`config.mk`:
```
export PLATFORM = sky130hd
export DESIGN_NAME = multiplier_control_unit
export DESIGN_NICKNAME = d
export VERILOG_FILES = /design/src/rtl/multiplier_control_unit.sv
export SDC_FILE = /design/constraint.sdc
export NUM_CORES = 1
export LEC_CHECK = 0
export ABC_CLOCK_PERIOD_IN_PS = 1400
export CAP_MARGIN = 15
export CORE_MARGIN = 2
export CORE_UTILIZATION = 34
export CTS_CLUSTER_SIZE = 25
export DETAILED_ROUTE_END_ITERATION = 16
export PLACE_DENSITY = 0.7
export RECOVER_POWER = 25
export REMOVE_ABC_BUFFERS = 1
export SYNTH_ARGS = -nofsm -noshare
export SYNTH_HDL_FRONTEND = slang
export SYNTH_SLANG_ARGS = --single-unit
```
`constraint.sdc`:
```
create_clock -name clk -period 1.4 [get_ports clk]
set_input_delay 0.14 -clock clk [delete_from_list [all_inputs] [get_ports clk]]
set_output_delay 0.14 -clock clk [all_outputs]
set_load 0.1 [all_outputs]
```
`src/rtl/multiplier_control_unit.sv`:
```
// Sequencing FSM for the unsigned shift-add multiplier (LOAD, then ADD/SHIFT x DATA_WIDTH, then DONE).
// Optional abort input enabled by defining MULT_CTRL_ABORT_EN.
module multiplier_control_unit #(
    parameter  int DATA_WIDTH = 32,
    localparam int CNT_W      = $clog2(DATA_WIDTH) + 1
) (
    input  logic             clk,
    input  logic             rst,
    input  logic             start,
    input  logic             product_lsb,
`ifdef MULT_CTRL_ABORT_EN
    input  logic             abort,
`endif
    output logic             ready,
    output logic             busy,
    output logic             done,
    output logic             w_ctrl_Multiplicand,
    output logic             w_ctrl_Product_init,
    output logic             alu_add_en,
    output logic             w_ctrl_Product_shift,
    output logic [CNT_W-1:0] iter_count
);

    typedef enum logic [2:0] {
        IDLE,
        LOAD,
        ADD,
        SHIFT,
        DONE
    } state_t;

    localparam logic [CNT_W-1:0] LAST = CNT_W'(DATA_WIDTH);

    state_t           state_q, state_d;
    logic [CNT_W-1:0] cnt_q, cnt_d;
    logic [CNT_W-1:0] cnt_inc;

    assign cnt_inc    = cnt_q + 1'b1;
    assign iter_count = cnt_q;

    always_ff @(posedge clk or negedge rst) begin
        if (!rst) begin
            state_q <= IDLE;
            cnt_q   <= '0;
        end else begin
            state_q <= state_d;
            cnt_q   <= cnt_d;
        end
    end

    always_comb begin
        state_d              = state_q;
        cnt_d                = cnt_q;
        ready                = 1'b0;
        busy                 = 1'b0;
        done                 = 1'b0;
        w_ctrl_Multiplicand  = 1'b0;
        w_ctrl_Product_init  = 1'b0;
        alu_add_en           = 1'b0;
        w_ctrl_Product_shift = 1'b0;

        case (state_q)
            IDLE: begin
                ready = 1'b1;
                if (start) state_d = LOAD;
            end
            LOAD: begin
                busy                = 1'b1;
                w_ctrl_Multiplicand = 1'b1;
                w_ctrl_Product_init = 1'b1;
                cnt_d               = '0;
                state_d             = ADD;
            end
            ADD: begin
                busy       = 1'b1;
                alu_add_en = product_lsb;
                state_d    = SHIFT;
            end
            SHIFT: begin
                busy                 = 1'b1;
                w_ctrl_Product_shift = 1'b1;
                cnt_d                = cnt_inc;
                state_d              = (cnt_inc < LAST) ? ADD : DONE;
            end
            DONE: begin
                done    = 1'b1;
                state_d = IDLE;
            end
            default: state_d = IDLE;
        endcase

`ifdef MULT_CTRL_ABORT_EN
        // Abort overrides the normal decode: datapath enables are suppressed in the abort cycle itself.
        if (abort && (state_q inside {LOAD, ADD, SHIFT})) begin
            state_d              = IDLE;
            cnt_d                = '0;
            w_ctrl_Multiplicand  = 1'b0;
            w_ctrl_Product_init  = 1'b0;
            alu_add_en           = 1'b0;
            w_ctrl_Product_shift = 1'b0;
        end
`endif
    end

endmodule

```
==> flow_summary.toml, run 1 <==
[outcome]
outcome = "finished with violations"
violations = "setup timing"

[routing]
drc = 0
drt-pass1-iter-count = 4
top_layer = "met4"
num_vias = 576
wl_per_cell_um = 13.4
vias_per_cell = 5.33
wirelength_um = 1450
met3_length_um = 97
dr.first_iter.drc_count = 11
met2_length_um = 699
met1_length_um = 614
ant_nets = 0

[cts]
cts_max_level = 1
numCtsBuffers = 3
cts_tree = "built"
clk_latency_ps = 260
clockRootBuffer = "clkbuf_4"
cts-hold-fix-buffers = 0
cts.path.max_buffers = 2
path_clk_slew_ps = 60
clkSinkCount = 9

[synthesis]
ys_seq_area_share_pct = 43.1
synth-simple-area-share_pct = 36.1
yosys_warnings = 0
ys_ff_latch = 9
synth_top_family_by_area = "simple AND/OR/NAND/NOR gates"
synthDistinctLibCells = 23
synthMuxAreaShare_pct = 0
synth-xor-area-share_pct = 0
synth_area_um2 = 523
syn_inst = 58
synth-compound-area-share_pct = 10.5
synth_area_per_cell_um2 = 9.02
synth_adder_area_share_pct = 2.39

[cells_and_area]
final_core_util_pct = 70.3
multi_input_area_um2 = 304
area_growth_pct = 97.8
seq_area_um2 = 228
fillCellCount = 107
n_antenna_cell = 0
drive_above_1_share_pct = 47.8
final_nets = 98
finalNonFillerCells = 108

[setup_path]
cp-end-kind = "primary output"
crit_chain = "buf_6 > o21ba_4 > buf_12"
rr_endpoint = "iter_count[4]$_DFFE_PN0P_"
max_stage_delay_ps = 470
required_ps = 1260
arrival_ps = 1260
crit_type = "reg2out"
path_max_fanout = 7
r2r_cells = 4
critPathSlowestCell = "dfrtp_2"
reg2reg_from = "iter_count[1]$_DFFE_PN0P_"
critPathLaunchType = "flip-flop"
rrSetupSlack_ps = 60

[floorplanning]
initial_core_util_pct = 35.5
row_count = 14
core_area_um2 = 1470
ioPinCount = 17
die_w_um = 43.2
die_y_um = 43.2
dieArea_um2 = 1870

[sta]
rsz0062_at_grt = "yes"
hold_violations = 0
worst_slack_ps = -1.46
slew_viol_final = 0
setup_viol = 1
worst_pin_slew_ps = 420
period_needed_ps = 1400
setup-tns-final_ps = -1.46
clock_skew_ps = 7.70
timing.fmax_mhz = 714
slew_headroom_pct = 71.9
fin_crit_sh_pct = 100

[placed_design]
hpwl_um = 939
dp_cells = 97
dp_slack_ps = 71.2
place_congestion = 0.759
portBuffers = 16

[global_routing]
grt_max_degree = 10
gr-total-overflow = 0
antenna_found_initial = 0
grt_pass1_vias = 529
grt_pass1_wl_um = 2230
globalRouteTotalUtil_pct = 16.8

[min_path]
hp-class = "in2async"

[run]
cap_violations = 0
[sequential cells by signal, indices dropped and copies added, names as in the netlist]
signal      count
state_q         3
iter_count      6
[synth_stat cells]
cell type	count	share of area, %
a21oi_1	1	0.96
buf_4	1	1.4
buf_6	2	4.3
clkbuf_1	1	0.72
dfrtp_1	9	43
ha_1	1	2.4
inv_1	2	1.4
nand2_1	10	7.2
nand2b_4	1	2.6
nand3_1	5	4.8
nand3b_1	1	1.4
nand4_1	2	2.4
nand4b_1	2	3.3
nor2_1	3	2.2
nor2b_1	1	1.2
nor3_1	3	2.9
nor3b_1	2	2.9
o211ai_1	2	2.9
o21ai_0	5	4.8
o21ba_2	1	1.9
or3_1	1	1.2
or4_4	1	2.2
or4b_1	1	1.9
[critical path: cells and delay by family, from the launching register on]
| kind | cells | cell delay [ps] |
|---|---|---|
| flip-flops | 1 | 470 |
| buffers and inverters | 2 | 320 |
| AO/OA/AOI/OAI | 1 | 200 |
[how the worst max path moves through the flow]
stage	cells after the start	end	start	slack (ps)
2_1_floorplan	2	w_ctrl_Multiplicand	state_q[0]$_DFFE_PN0P_	-1810
3_3_place_gp	3	iter_count[5]$_DFFE_PN0P_	state_q[1]$_DFFE_PN0P_	90
3_5_place_dp	3	iter_count[5]$_DFFE_PN0P_	state_q[1]$_DFFE_PN0P_	70
4_1_cts	3	ready	state_q[2]$_DFFE_PN0P_	-3
5_1_grt	4	w_ctrl_Product_shift	state_q[1]$_DFFE_PN0P_	-60
6_report	3	busy	state_q[1]$_DFFE_PN0P_	-1
[cell families (layout without fill, tap and decap cells)]
kind of cell / count (synthesis) / after routing
buffers and inverters: 6 / 40
AND/OR/NAND/NOR: 33 / 33
flip-flops: 9 / 9
adder cells (fa/ha/maj): 1 / 1
AO/OA/AOI/OAI: 9 / 9
[stage by stage]
stage | instance area [um2] | hold WS [ps]
after global placement | 882 | 468
after CTS | 986 | 186
after global routing | 1030 | 263
after detailed placement | 882 | 468
final | 1030 | 242
after floorplan | 489 | -156
[area by class of cell]
| type | count | share of cell area [%] |
|---|---|---|
| timing repair buffer | 34 | 42.9 |
| multi-input combinational | 43 | 29.4 |
| sequential | 9 | 22.0 |
| clock buffer | 4 | 2.54 |
| tap | 16 | 1.93 |
| inverter | 2 | 1.21 |
[layer usage]
metal	vias to the layer above	track usage [%]
li1	275	-
met1	268	18.0
met2	27	26.6
met3	6	6.81
met4	0	11.5
met5	-	0
[placed cells by master, fill, tap and decap left out, types with 2 or more instances in the layout]
cell,instances
buf_12,13
nand2_1,10
dfrtp_2,2
nand4_1,2
clkdlybuf4s50_1,2
o21ai_0,5
nand3_1,5
buf_4,13
clkbuf_4,3
nor3_4,2
dfrtp_1,7
nand4b_1,2
o211ai_1,2
nor2_1,2
buf_6,5
[repair_timing]
item	4_1_cts	5_1_grt
endpoints found under the hold margin	0	0
buffers inserted	4	3
resized for setup	13	7
setup endpoints to repair	7	8
pin swaps	1	3
Power of run 1 is left out: the tool's default activity adds up to more than one toggle a clock period on the data nets, which glitch-free logic cannot reach.
==> inputs of run 2 (changes only) <==
--- a/config.mk
+++ b/config.mk
@@ -9,6 +9,7 @@
 export CAP_MARGIN = 15
 export CORE_MARGIN = 2
 export CORE_UTILIZATION = 34
+export CTS_CLUSTER_DIAMETER = 80
 export CTS_CLUSTER_SIZE = 25
 export DETAILED_ROUTE_END_ITERATION = 16
 export PLACE_DENSITY = 0.7
==> results of run 2 <==
The final DEF is identical to that of run 1; final timing and power are the same.
Power of run 2 is left out for the same reason.
==> inputs of run 3 (changes only) <==
--- a/config.mk
+++ b/config.mk
@@ -18,3 +18,4 @@
 export SYNTH_ARGS = -nofsm -noshare
 export SYNTH_HDL_FRONTEND = slang
 export SYNTH_SLANG_ARGS = --single-unit
+export TNS_END_PERCENT = 100
==> results of run 3 <==
The final DEF is identical to that of run 1; final timing and power are the same.
Power of run 3 is left out for the same reason.
